==> config.mk <==
export PLATFORM = sky130hd
export DESIGN_NAME = alu_issue_ctrl
export DESIGN_NICKNAME = d
export VERILOG_FILES = /design/src/rtl/alu_ctrl_pkg.sv /design/src/rtl/alu_ctrl_decode.sv /design/src/rtl/alu_issue_ctrl.sv
export SDC_FILE = /design/constraint.sdc
export NUM_CORES = 1
export LEC_CHECK = 0
export ABC_AREA = 1
export CELL_PAD_IN_SITES_DETAIL_PLACEMENT = 1
export CELL_PAD_IN_SITES_GLOBAL_PLACEMENT = 2
export CORE_AREA = 2 2 146 254
export DETAILED_ROUTE_END_ITERATION = 10
export DIE_AREA = 0 0 148 256
export GPL_TIMING_DRIVEN = 0
export PLACE_DENSITY = 0.76
export SYNTH_ARGS = -nofsm -noshare
export SYNTH_HDL_FRONTEND = slang
export SYNTH_HIERARCHICAL = 1
export SYNTH_SLANG_ARGS = --single-unit
==> constraint.sdc <==
create_clock -name clk -period 1.6 [get_ports clk]
set_input_delay 0.32 -clock clk [delete_from_list [all_inputs] [get_ports clk]]
set_output_delay 0.32 -clock clk [all_outputs]
set_load 0.005 [all_outputs]
==> src/rtl/alu_ctrl_pkg.sv <==
// Shared definitions for the ALU issue/writeback controller: opcodes,
// instruction field positions, FSM state encoding and the ALU control bundle.
package alu_ctrl_pkg;

  localparam logic [3:0] OP_ADD = 4'd0;
  localparam logic [3:0] OP_SUB = 4'd1;
  localparam logic [3:0] OP_AND = 4'd2;
  localparam logic [3:0] OP_OR  = 4'd3;
  localparam logic [3:0] OP_SLT = 4'd4;
  localparam logic [3:0] OP_SLL = 4'd5;
  localparam logic [3:0] OP_SRL = 4'd6;
  localparam logic [3:0] OP_SRA = 4'd7;
  localparam logic [3:0] OP_LI  = 4'd8;

  localparam int OPC_MSB = 15;
  localparam int OPC_LSB = 12;
  localparam int RD_MSB  = 11;
  localparam int RD_LSB  = 9;
  localparam int RS_MSB  = 8;
  localparam int RS_LSB  = 6;
  localparam int RT_MSB  = 5;
  localparam int RT_LSB  = 3;
  localparam int SH_MSB  = 5;
  localparam int SH_LSB  = 2;
  localparam int IMM_MSB = 8;
  localparam int IMM_W   = 9;

  localparam logic [1:0] ST_IDLE = 2'd0;
  localparam logic [1:0] ST_EXEC = 2'd1;
  localparam logic [1:0] ST_RESP = 2'd2;

  typedef struct packed {
    logic       slt_sel;
    logic       main_sel;
    logic       sft_sel;
    logic       ryt_sft_sel;
    logic [1:0] op;
  } alu_ctrl_t;

endpackage

==> src/rtl/alu_ctrl_decode.sv <==
// Combinational opcode decoder: maps a 4-bit opcode onto the ALU select/op
// lines and flags whether the ALU is used and whether the opcode is illegal.
module alu_ctrl_decode
  import alu_ctrl_pkg::*;
(
  input  logic [3:0] opcode,
  output logic       slt_sel,
  output logic       main_sel,
  output logic       sft_sel,
  output logic       ryt_sft_sel,
  output logic [1:0] op,
  output logic       illegal,
  output logic       uses_alu
);

  always_comb begin
    // NOTE: every output gets a default first so no path through the case infers a latch.
    slt_sel     = 1'b0;
    main_sel    = 1'b0;
    sft_sel     = 1'b0;
    ryt_sft_sel = 1'b0;
    op          = 2'b00;
    illegal     = 1'b0;
    uses_alu    = 1'b1;
    case (opcode)
      OP_ADD: op = 2'b00;
      OP_SUB: op = 2'b01;
      OP_AND: op = 2'b10;
      OP_OR:  op = 2'b11;
      OP_SLT: slt_sel = 1'b1;
      OP_SLL: main_sel = 1'b1;
      OP_SRL: begin
        main_sel = 1'b1;
        sft_sel  = 1'b1;
      end
      OP_SRA: begin
        main_sel    = 1'b1;
        sft_sel     = 1'b1;
        ryt_sft_sel = 1'b1;
      end
      OP_LI:  uses_alu = 1'b0;
      default: begin
        illegal  = 1'b1;
        uses_alu = 1'b0;
      end
    endcase
  end

endmodule

==> src/rtl/alu_issue_ctrl.sv <==
// Issue/writeback controller for the 16-bit combinational ALU: accepts an
// instruction, drives the ALU for one EXEC cycle, writes back and responds.
module alu_issue_ctrl
  import alu_ctrl_pkg::*;
#(
  parameter int DATA_W   = 16,
  parameter int RF_DEPTH = 8
) (
  input  logic                        clk,
  input  logic                        rst_n,
  input  logic                        instr_valid,
  input  logic [15:0]                 instr,
  output logic                        instr_ready,
  output logic                        alu_slt_sel,
  output logic                        alu_main_sel,
  output logic                        alu_sft_sel,
  output logic                        alu_ryt_sft_sel,
  output logic [1:0]                  alu_op,
  output logic [3:0]                  alu_sft_op,
  output logic [DATA_W-1:0]           alu_a,
  output logic [DATA_W-1:0]           alu_b,
  input  logic [DATA_W-1:0]           alu_o,
  input  logic                        alu_cout,
  output logic                        resp_valid,
  input  logic                        resp_ready,
  output logic [DATA_W-1:0]           resp_data,
  output logic [$clog2(RF_DEPTH)-1:0] resp_rd,
  output logic                        resp_cout,
  output logic                        resp_zero,
  output logic                        resp_err,
  input  logic [$clog2(RF_DEPTH)-1:0] dbg_addr,
  output logic [DATA_W-1:0]           dbg_data
);

  localparam int IDX_W = $clog2(RF_DEPTH);

  logic [1:0]        state_q;
  logic [DATA_W-1:0] rf [RF_DEPTH];

  alu_ctrl_t         ctrl_d;
  alu_ctrl_t         ctrl_q;
  logic              illegal_d;
  logic              uses_alu_d;
  logic              illegal_q;
  logic              uses_alu_q;
  logic              carry_q;
  logic [3:0]        shamt_q;
  logic [IDX_W-1:0]  rd_q;
  logic [IDX_W-1:0]  rs_q;
  logic [IDX_W-1:0]  rt_q;
  logic [IMM_W-1:0]  imm_q;

  logic [DATA_W-1:0] resp_data_q;
  logic [IDX_W-1:0]  resp_rd_q;
  logic              resp_cout_q;
  logic              resp_zero_q;
  logic              resp_err_q;

  logic              exec;
  logic              drive_operands;
  logic [DATA_W-1:0] wb_data;

  alu_ctrl_decode u_decode (
    .opcode      (instr[OPC_MSB:OPC_LSB]),
    .slt_sel     (ctrl_d.slt_sel),
    .main_sel    (ctrl_d.main_sel),
    .sft_sel     (ctrl_d.sft_sel),
    .ryt_sft_sel (ctrl_d.ryt_sft_sel),
    .op          (ctrl_d.op),
    .illegal     (illegal_d),
    .uses_alu    (uses_alu_d)
  );

  // Ready is also gated by reset so it reads 0 while rst_n is held low.
  assign instr_ready    = (state_q == ST_IDLE) && rst_n;
  assign resp_valid     = (state_q == ST_RESP);
  assign exec           = (state_q == ST_EXEC);
  assign drive_operands = exec && uses_alu_q;

  assign alu_slt_sel     = exec && ctrl_q.slt_sel;
  assign alu_main_sel    = exec && ctrl_q.main_sel;
  assign alu_sft_sel     = exec && ctrl_q.sft_sel;
  assign alu_ryt_sft_sel = exec && ctrl_q.ryt_sft_sel;
  assign alu_op          = exec ? ctrl_q.op : 2'b00;
  assign alu_sft_op      = exec ? shamt_q : 4'd0;
  assign alu_a           = drive_operands ? rf[rs_q] : '0;
  assign alu_b           = drive_operands ? rf[rt_q] : '0;

  always_comb begin
    wb_data = '0;
    if (illegal_q) begin
      wb_data = '0;
    end else if (uses_alu_q) begin
      wb_data = alu_o;
    end else begin
      wb_data = {{(DATA_W-IMM_W){imm_q[IMM_W-1]}}, imm_q};
    end
  end

  // NOTE: sequential state uses non-blocking assignments only, so every flop samples pre-edge values.
  always_ff @(posedge clk or negedge rst_n) begin
    if (!rst_n) begin
      state_q     <= ST_IDLE;
      ctrl_q      <= '0;
      illegal_q   <= 1'b0;
      uses_alu_q  <= 1'b0;
      carry_q     <= 1'b0;
      shamt_q     <= '0;
      rd_q        <= '0;
      rs_q        <= '0;
      rt_q        <= '0;
      imm_q       <= '0;
      resp_data_q <= '0;
      resp_rd_q   <= '0;
      resp_cout_q <= 1'b0;
      resp_zero_q <= 1'b0;
      resp_err_q  <= 1'b0;
    end else begin
      case (state_q)
        ST_IDLE: begin
          if (instr_valid) begin
            ctrl_q     <= ctrl_d;
            illegal_q  <= illegal_d;
            uses_alu_q <= uses_alu_d;
            carry_q    <= (instr[OPC_MSB:OPC_LSB] == OP_ADD) ||
                          (instr[OPC_MSB:OPC_LSB] == OP_SUB);
            shamt_q    <= ctrl_d.main_sel ? instr[SH_MSB:SH_LSB] : 4'd0;
            rd_q       <= instr[RD_MSB:RD_LSB];
            rs_q       <= instr[RS_MSB:RS_LSB];
            rt_q       <= instr[RT_MSB:RT_LSB];
            imm_q      <= instr[IMM_MSB:0];
            state_q    <= ST_EXEC;
          end
        end
        ST_EXEC: begin
          resp_data_q <= wb_data;
          resp_rd_q   <= rd_q;
          resp_cout_q <= carry_q && alu_cout;
          resp_zero_q <= (wb_data == '0);
          resp_err_q  <= illegal_q;
          state_q     <= ST_RESP;
        end
        ST_RESP: begin
          if (resp_ready) state_q <= ST_IDLE;
        end
        default: state_q <= ST_IDLE;
      endcase
    end
  end

  // NOTE: the register file is small and must read 0 after reset, so it is reset explicitly here.
  always_ff @(posedge clk or negedge rst_n) begin
    if (!rst_n) begin
      for (int i = 0; i < RF_DEPTH; i++) rf[i] <= '0;
    end else if (exec && !illegal_q) begin
      rf[rd_q] <= wb_data;
    end
  end

  assign resp_data = resp_data_q;
  assign resp_rd   = resp_rd_q;
  assign resp_cout = resp_cout_q;
  assign resp_zero = resp_zero_q;
  assign resp_err  = resp_err_q;
  assign dbg_data  = rf[dbg_addr];

endmodule

==> metrics.md, run 1 <==
| Metric | Value |
|---|---|
| Number of max-cap violations | 0 |
| Synth top area share | 43.2% |
| Met1 WL | around 23 mm |
| Num CTS Buffers | 17 |
| Sequential share of the synthesized area | about 43% |
| CP delay by family, top | buffers and inverters |
| Depth of the CTS H-tree | 4 |
| Syn nets | ~1500 |
| Synth area leaders | dfrtp_1 (43%), o21ai_0 (14%), a21oi_1 (12%) |
| Reg clk slew, reported paths | 70 ps |
| Status | finished with violations |
| Post-Syn Area per Cell | around 7 µm² |
| Row cnt | between 90 and 100 |
| Failing checks | hold timing, setup timing |
| Clk Tree Root Cell | clkbuf_16 |
| Final Worst Setup Slack | -944 ps |
| Multi-input logic area | 0.00654 mm² |
| Critical Path RT | 1280 ps |
| Metal3 WL | 4.13 mm |
| Die Span Y | 256 µm |
| Final setup violation count | 190 |
| Largest net degree at the start of global routing | 70 |
| Maximum buffer depth of the clock tree | 2 |
| Max layer used | met4 |
| Final Hold Viols | 66 |
| Slew headroom | 69.5% |
| Boundary Pins | between 100 and 150 |
| Hold crit path type | in2async |
| Tcrit/Tclk final | 159% |
| Worst-path cell chain | buf_6 -> clkinvlp_4 -> buf_12 -> buf_4 -> clkbuf_16 -> a21oi_2 -> o21ai_1 -> nand2_1 -> nor2_1 -> nor2_2 -> buf_2 |
| CP endpoint kind | output pin |
| Area growth, synth to finish | 68.0% |
| Min Hold Slack | -249 ps |
| Power per standard cell area | about 2200 mW/mm² |
| Buf+Inv Stages, Crit Path | 6 |
| Avg Vias per Cell | roughly 5.8 |
| # DRC | 0 |
| Crit start category | register |
| Core footprint | 0.0359 mm² |
| F_max | between 300 and 400 MHz |
| N_diodes | 0 |
| First-pass GRT wire length | 90.4 mm |
| Skew-Pair Late Insertion Delay | ~470 ps |
| Gr ovfl total | 0 |
| Wire length on met2 | ~32 mm |
| Crit path arrival time | between 2000 and 2500 ps |
| Vias in the first global route | 12800 |
| Buffers on Ports | 120 |
| CTS tree | yes |
| Placed Instance Area | between 0.01 and 0.015 mm² |
| Cells after Synth | around 1400 |
| Fillers | 4202 |
| Yosys warnings | 6 |
| Tightest Pin Transition | 457 ps |
| Area leader, netlist | dfrtp_1 |
| Nets@finish | about 1800 |
| Worst path max stage delay | roughly 340 ps |
| Vias | ~13000 |
| Starting Density | between 20 and 30% |
| Minimum clock period | between 2000 and 3000 ps |
| Clk_skew | about 9.7 ps |
| Layout cells sized above 1 | 46.5% |
| HPWL after DPL | around 43 mm |
| Slew Viols, Final | 0 |
| Mapped cell area | between 0.01 and 0.015 mm² |
| DR pass1 iterations | 5 |
| Post-Route WL | around 66 mm |
| Design area | approximately 0.017 mm² |
| # clock sinks | approximately 180 |
| RD Place Congestion | approximately 0.95 |
| Register area | 0.00444 mm² |
| Cell at the slowest stage of the critical path | dfrtp_1 |
| Core Util, Final | 48.0% |
| Wire per inst | just under 30 µm |
| Iteration-0 DRC Markers | between 900 and 1000 |
| DIE AREA | around 0.038 mm² |
| RSZ-0062 raised after global routing | true |
| GRT Util Overall | 33.3% |
| Detail Route Antenna Nets | 0 |
| CP Class | reg2out |
| Peak supply drop | 0.996 mV |
| Initial antenna violation count | 0 |
| Synthesized flop and latch total | roughly 180 |
| Crit path max fanout | 4 |
| Cell variety after synth | 29 |
| Leakage power | 0.00716 µW |
| Die Wd | roughly 150 µm |
[final timing paths]
kind / start / end / slack [ps] / cells after the start
worst max-delay path: rt_q[1] / alu_b[4] / -940 / 11
worst min-delay path: rst_n / ctrl_q[4] / -250 / 1
worst max register to register: state_q[0] / rf[122] / -380 / 15
worst min register to register: resp_data[4] / resp_data[4] / 490 / 2
max in group asynchronous: rst_n / illegal_q / 980 / 2
min in group clk: instr[0] / imm_q[0] / 400 / 3
[cell families (layout without fill, tap and decap cells)]
kind of cell	after synthesis	count (layout)	share of synthesized area, %
AOI/OAI and AO/OA	575	575	28.9
buffers and inverters	241	563	9.79
DFF	177	177	43.2
and+or+nand+nor	438	438	18.1
[worst reg2reg max path, cell delays in order, from the launching register on]
cell and delay [ps]:
dfrtp_1 400, inv_2 120, nor2_8 60, buf_6 110
buf_6 110, buf_6 100, buf_6 110, nand2_4 70
buf_6 120, inv_8 40, nand2_8 110, nor2_4 60
buf_12 150, clkbuf_16 170, nor2_1 90, a21oi_1 50
[final cells by class]
cell class	instances	share of cell area, %
multi-input cells	1013	38.0
flip-flops and latches	177	25.8
repair buffers	293	18.4
plain buffers	110	7.80
well taps	470	3.41
inverters	128	3.33
clock buffers	17	2.47
clock inverters	15	0.785
[layer usage]
layer,up-vias,global-route usage [%]
met4,0,29.6
met5,-,0
li1,5432,-
met1,6396,35.6
met2,686,55.9
met3,269,5.40
[Yosys cell counts, drive strengths merged]
cell type	n
o21ai	298
a21oi	251
nand2	212
dfrtp	177
nor2	147
inv	125
buf	64
nand3	55
clkbuf	49
a31oi	20
and3	16
nor3	4
o22ai	4
clkinv	3
nand4	2
nor3b	1
o21a	1
o41ai	1
or2	1
[state kept, by name, summed over array words and instances (netlist names), 2 cells and up]
name and flops:
imm_q 4, resp_data 16, shamt_q 4, rt_q 2, ctrl_q 6, resp_rd 3
rd_q 3, state_q 2, rf 128, rs_q 3
[placed cells by master (no fill, tap or decap), drive strengths merged]
cell type and count:
buf 292, nor3b 1, nor2 147, bufbuf 2
or2 1, clkdlybuf4s50 36, o21a 1, clkinvlp 15
a21oi 251, nand2 212, clkinv 9, nor3 4
clkdlybuf4s15 2, clkbuf 66, o22ai 4, nand4 2
inv 118, o41ai 1, o21ai 298, and3 16
bufinv 1, a31oi 20, nand3 55, dfrtp 177
dlygate4sd2 22
[power breakdown]
group          total [µW]  internal, µW  leakage, µW  switching [µW]
combinational       25400          9800      0.00489           15600
clock                4270          2160     0.000262            2110
sequential           8450          6530      0.00201            1910
total               38100         18500      0.00716           19600
[per-stage QoR]
step / hold WS (ps) / instances / TNS [ps] / setup slack, ps / total power (µW)
global placement: 467 / 2021 / -1509360 / -7810 / 23100
finish: -249 / 2223 / -76360 / -944 / 38100
global route: -231 / 2223 / -88480 / -984 / 39400
floorplan: 24.4 / 1431 / 0 / 10.7 / 15600
detailed placement: 333 / 2022 / -131460 / -1730 / 23400
CTS: -231 / 2165 / -40780 / -818 / 34000
[repair_timing]
action,in CTS,in global routing
gates resized for setup,1066,250
setup endpoints to repair,231,198
endpoints found under the hold margin,66,66
gates cloned,17,8
pin swaps,143,108
buffers inserted,96,55
(Power assumes the default switching activity.)
==> inputs of run 2 (changes only) <==
Settings changed: CAP_MARGIN set to 20.
==> run 2 against run 1 <==
The run still ends with hold timing, setup timing left. Power is 1.9% lower. Sequential cell count stayed put. Combinational power is 3% lower. Final area is 0.92% lower. Non-clock buffer count is 22 lower. Register-to-register slack better by 190 ps. Routed wire length is 0.47% lower. Critical path depth stayed put. Largest cell class unchanged.
==> metrics.md, run 2 (synthesis results as in run 1) <==
| Metric | Value |
|---|---|
| Setup TNS | -48970 ps (+27380 ps) |
| Design Power | 37400 µW (-1.9%) |
| Peak supply drop | 1.12 mV (+12%) |
| CP endpoint kind | output pin |
| Avg Vias per Cell | 5.77 (+0.35%) |
| Number of flip-flops in the largest register | 128 (unchanged) |
| Commonest non-fill, non-tap cell in the layout | dfrtp_1 |
| Depth of the CTS H-tree | 4 (unchanged) |
| Starting Density | 28.5% (unchanged) |
| Leading cell types in the layout, fill and taps excluded | dfrtp_1 (166), nand2_1 (152), o21ai_1 (133) |
| # clock sinks | 177 (unchanged) |
| Share of power burned in the clock network | 11.4% (+0.2 points) |
| # DRC | 0 (unchanged) |
| Skew-Pair Late Insertion Delay | 480 ps (about the same) |
| Vias | 12700 (-0.64%) |
| Clk Tree Root Cell | clkbuf_16 |
| Combinational share of power | 65.9% (-0.7 points) |
| Switching power total | 19400 µW (-1.1%) |
| RD Place Congestion | 0.952 (unchanged) |
| DIE AREA | 0.0379 mm² (unchanged) |
| CTS tree | yes |
| Min Hold Slack | -277 ps (-27.8 ps) |
| Worst r2r path cells | 10 (-5) |
| Status | finished with violations |
| Iteration-0 DRC Markers | 1008 (+2.2%) |
| N_diodes | 0 (unchanged) |
| Detail Route Antenna Nets | 0 (unchanged) |
| Gr ovfl total | 0 (unchanged) |
| Crit path arrival time | 2190 ps (-30 ps) |
| Post-Route WL | 65.6 mm (-0.47%) |
| Row cnt | 92 (unchanged) |
| Power per standard cell area | 2190 mW/mm² (-0.95%) |
| Num CTS Buffers | 17 (unchanged) |
| Failing checks | hold timing, setup timing |
| Sequential power share | 22.7% (+0.5 points) |
| Boundary Pins | 122 (unchanged) |
| Clk_skew | 14.3 ps (+4.51 ps) |
| F_max | 398 MHz (+1.2%) |
| Leakage power | 0.00706 µW (-1.4%) |
| Core footprint | 0.0359 mm² (unchanged) |
| Number of max-cap violations | 0 (unchanged) |
| Sw Share | 51.9% (+0.42 points) |
| Die Span Y | 256 µm (unchanged) |
| Maximum buffer depth of the clock tree | 2 (unchanged) |
| Final Hold Viols | 66 (unchanged) |
| Slew headroom | 65.2% (-4.3 points) |
| Placed Instance Area | 0.0121 mm² (+0.15%) |
| Tightest Pin Transition | 522 ps (+64.8 ps) |
| Crit path max fanout | 5 (+1) |
| Largest register by flop count | rf |
| Minimum clock period | 2510 ps (-30.1 ps) |
| Tcrit/Tclk final | 157% (-1.9 points) |
| GRT Util Overall | 34.3% (+0.94 points) |
| Design area | 0.0171 mm² (-0.92%) |
| Crit start category | register |
| Layout cells sized above 1 | 46.7% (+0.19 points) |
| Buffers on Ports | 120 (unchanged) |
| Vias in the first global route | 13100 (+1.9%) |
| Core Util, Final | 47.5% (-0.44 points) |
| Wire per inst | 29.8 µm (+0.52%) |
| RSZ-0062 raised after global routing | true |
| Initial antenna violation count | 1 (+1) |
| Final Worst Setup Slack | -914 ps (+30.1 ps) |
| First-pass GRT wire length | 92.6 mm (+2.4%) |
| Critical Path RT | 1280 ps (about the same) |
| Area growth, synth to finish | 66.5% |
| Die Wd | 148 µm (unchanged) |
| Internal | 18000 µW (-2.7%) |
| DR pass1 iterations | 5 (unchanged) |
| Reg clk slew, reported paths | 70 ps (about the same) |
| CP Class | reg2out |
| Nets@finish | 1758 (-1.2%) |
| Final setup violation count | 188 (-1.1%) |
| HPWL after DPL | 43.6 mm (+0.61%) |
| Slew Viols, Final | 0 (unchanged) |
| Largest net degree at the start of global routing | 70 (unchanged) |
| Hold crit path type | in2async |
-- run 2: worst paths after layout --
check / endpoint / start / slack [ps]
worst max-delay path: alu_b[4] / rt_q[1] / -910
worst min-delay path: ctrl_q[4] / rst_n / -280
worst max register to register: rf[36] / state_q[1] / -190
worst min register to register: resp_data[4] / resp_data[4] / 480
max in group asynchronous: illegal_q / rst_n / 950
min in group clk: imm_q[0] / instr[0] / 390
-- run 2: repair_timing --
item / CTS / global route
pin swaps: 151 / 106
endpoints found under the setup margin: 229 / 216
gates cloned: 26 / 3
endpoints found under the hold margin: 66 / 66
buffers inserted: 92 / 33
gates resized for setup: 1118 / 206
-- run 2: layout make-up --
| cell class | count | area, µm² |
|---|---|---|
| clock buffers | 18 | 429 |
| well taps | 470 | 588 |
| plain buffers | 111 | 1350 |
| inverters | 128 | 564 |
| repair buffers | 270 | 3040 |
| fillers | 4199 | 18900 |
| clock inverters | 14 | 133 |
| multi-input cells | 1013 | 6520 |
| flip-flops and latches | 177 | 4440 |
-- run 2: stage by stage --
stage          instances  setup WS [ps]
2_1_floorplan       1431           10.7
3_3_place_gp        2021          -7810
3_5_place_dp        2024          -1720
4_1_cts             2173           -841
5_1_grt             2201           -962
6_report            2201           -914
-- run 2: power by group through the flow --
stage,Sequential [µW],Combinational [µW],Clock (µW)
global placement,7920,15200,0
CTS,8260,21800,4300
global route,8660,25600,4480
detailed placement,7980,15500,0
floorplan,7430,8140,0
finish,8480,24700,4270
-- run 2: worst max-delay path, stage by stage, from the launching register on --
cell and delay, ps:
dfrtp_1 340, buf_6 140, clkinvlp_4 120, buf_12 150
buf_8 130, buf_8 130, a21oi_2 90, o21ai_1 70
nand2_1 220, nor2_2 60, nor2_2 140, buf_2 130
-- run 2: metal layers --
| metal | global-route usage, % | up-vias | part of all wire, % |
|---|---|---|---|
| met3 | 5.92 | 287 | 5.9 |
| met2 | 57.7 | 728 | 48 |
| met4 | 29.0 | 0 | 11 |
| met5 | 0 | - | 0 |
| met1 | 36.8 | 6292 | 35 |
| li1 | - | 5394 | - |
==> inputs of run 3 (changes only) <==
Settings changed: CORE_AREA 2 2 146 254 to 2 2 137 239, DIE_AREA 0 0 148 256 to 0 0 139 241, DONT_BUFFER_PORTS set to 1, PLACE_DENSITY 0.76 to 0.75.
==> run 3 against run 2 <==
The flow still finishes with violations (hold timing, setup timing). Global-route usage rose by 1.4 points. Die area fell by 12%. Sequential power rose by 1%. Non-clock buffer count fell by 136. Sequential share of layout area rose by 1.7 points. Register-to-register slack got worse by 350 ps. Critical path depth fell by 2. Combinational power fell by 4%. Power fell by 2.8%. Critical endpoint is now alu_b[9].
==> metrics.md, run 3 (synthesis results as in run 1) <==
| Metric | Value |
|---|---|
| Die Wd | 139 µm (-6.1%) |
| Critical Path Start | rt_q[1] |
| CP endpoint kind | output pin |
| CP Class | reg2out |
| Fillers | 3613 (-14%) |
| Maximum buffer depth of the clock tree | 2 (unchanged) |
| DR pass1 iterations | 5 (unchanged) |
| Min Hold Slack | -441 ps (-165 ps) |
| Core Util, Final | 50.9% (+3.4 points) |
| Status | finished with violations |
| Initial antenna violation count | 2 (+1) |
| Worst path max stage delay | 340 ps (about the same) |
| Leakage power | 0.00657 µW (-6.9%) |
| Buffers on Ports | 0 (-100%) |
| Detail Route Antenna Nets | 0 (unchanged) |
| Slew Viols, Final | 0 (unchanged) |
| Tightest Pin Transition | 641 ps (+120 ps) |
| Depth of the CTS H-tree | 4 (unchanged) |
| Hold_buf cts | 11 |
| Die Span Y | 241 µm (-5.9%) |
| Critical path endpoint | alu_b[9] |
| Core footprint | 0.0314 mm² (-13%) |
| Row cnt | 86 (-6.5%) |
| DIE AREA | 0.0335 mm² (-12%) |
| Skew-Pair Late Insertion Delay | 470 ps (about the same) |
| Number of max-cap violations | 0 (unchanged) |
| CTS tree | yes |
| Largest register by flop count | rf |
| Clk Tree Root Cell | clkbuf_16 |
| Crit path arrival time | 1970 ps (-220 ps) |
| RSZ-0062 raised after global routing | true |
| # DRC | 0 (unchanged) |
| Layout cells sized above 1 | 48.2% (+1.5 points) |
| Boundary Pins | 122 (unchanged) |
| Cell at the slowest stage of the critical path | dfrtp_1 |
| Hold crit path type | in2async |
| Final setup violation count | 199 (+5.9%) |
| Crit path max fanout | 8 (+3) |
| Minimum clock period | 2290 ps (-229 ps) |
| Iteration-0 DRC Markers | 992 (-1.6%) |
| Final Hold Viols | 177 (+170%) |
| Critical Path RT | 1280 ps (about the same) |
| Starting Density | 32.6% (+4.1 points) |
| N_diodes | 0 (unchanged) |
| Area growth, synth to finish | 56.1% |
| HPWL after DPL | 41.6 mm (-4.5%) |
| Leading cell types in the layout, fill and taps excluded | dfrtp_1 (173), o21ai_1 (126), a21oi_2 (125) |
| Failing checks | hold timing, setup timing |
| Number of flip-flops in the largest register | 128 (unchanged) |
| Num CTS Buffers | 17 (unchanged) |
| Worst-path cell chain | buf_6 -> clkinvlp_4 -> buf_12 -> buf_8 -> a21oi_1 -> o21ai_1 -> nand3_2 -> nand2_1 -> nor2_2 |
| Reg clk slew, reported paths | 70 ps (about the same) |
| Post-Route WL | 63.7 mm (-2.9%) |
| Largest net degree at the start of global routing | 179 (+160%) |
| Commonest non-fill, non-tap cell in the layout | dfrtp_1 |
| Peak supply drop | 1.12 mV (-0.31%) |
| # clock sinks | 177 (unchanged) |
| RD Place Congestion | 0.957 (+0.48%) |
| Power per standard cell area | 2270 mW/mm² (+3.6%) |
| Final Worst Setup Slack | -685 ps (+229 ps) |
| GRT Util Overall | 35.7% (+1.4 points) |
| Reg2reg setup slack | -540 ps (-350 ps) |
| First-pass GRT wire length | 85.7 mm (-7.5%) |
| Wire per inst | 32.0 µm (+7.5%) |
| Gr ovfl total | 0 (unchanged) |
| R2R Path Start | state_q[1] |
| Clk_skew | 13.1 ps (-1.14 ps) |
| Vias | 12200 (-4.1%) |
| Slew headroom | 57.2% (-8.0 points) |
| Avg Vias per Cell | 6.12 (+6.1%) |
| Tcrit/Tclk final | 143% (-14 points) |
| F_max | 438 MHz (+10%) |
| Crit start category | register |
| Worst r2r path cells | 14 (+4) |
| Vias in the first global route | 12300 (-6.3%) |
| Reg-to-reg endpoint | rf[50] |
| Nets@finish | 1622 (-7.7%) |
==> run 3: worst max-delay path: cells and delay by family (launching register included) <==
kind,cells,cell delay [ps]
buf+inv,4,540
simple gates,3,380
compound gates,2,200
flops,1,340
==> run 3: cell type report <==
| type | count | area (µm²) | area share (%) |
|---|---|---|---|
| clock inverter | 11 | 110 | 0.688 |
| multi-input combinational | 1013 | 6960 | 43.5 |
| tap | 396 | 495 | 3.10 |
| sequential | 177 | 4430 | 27.7 |
| buffer | 108 | 1260 | 7.89 |
| inverter | 128 | 562 | 3.51 |
| clock buffer | 19 | 443 | 2.77 |
| timing repair buffer | 137 | 1730 | 10.8 |
==> run 3: worst min path at each step <==
stage	end	slack, ps	cells past startpoint
6_report	ctrl_q[0]	-440	0
5_1_grt	rf[66]	-450	0
4_1_cts	rf[64]	-460	0
3_5_place_dp	ctrl_q[0]	30	0
3_3_place_gp	ctrl_q[0]	30	0
2_1_floorplan	carry_q	20	0
==> run 3: power breakdown <==
| group | leakage (µW) | internal (µW) | total, µW | switching, µW |
|---|---|---|---|---|
| sequential | 0.00201 | 6520 | 8570 | 2060 |
| combinational | 0.00430 | 8310 | 23600 | 15300 |
| clock | 0.000262 | 2180 | 4200 | 2020 |
| total | 0.00657 | 17000 | 36300 | 19300 |
==> run 3: layer usage <==
layer,routed length [µm],track usage [%]
met1,22100,37.8
met2,30900,61.0
met3,3990,7.14
met4,6730,30.1
met5,23,0
==> run 3: stage by stage <==
step           worst slack [ps]  total power [µW]  instances  instance area (µm²)  TNS, ps
2_1_floorplan              10.7             15600       1431                10200        0
3_3_place_gp               -988             21800       1827                10700   -82540
3_5_place_dp               -894             22200       1829                10800   -79810
4_1_cts                    -640             31500       1952                14200   -32540
5_1_grt                    -721             37500       1989                16000   -92070
6_report                   -685             36300       1989                16000   -80930
==> run 3: timing repair <==
item                                    4_1_cts  5_1_grt
endpoints found under the setup margin      201      213
cloned                                       16       12
setup buffers                                67       37
endpoints found under the hold margin       186      177
resized for setup                           617      511
pin swaps                                   114      102
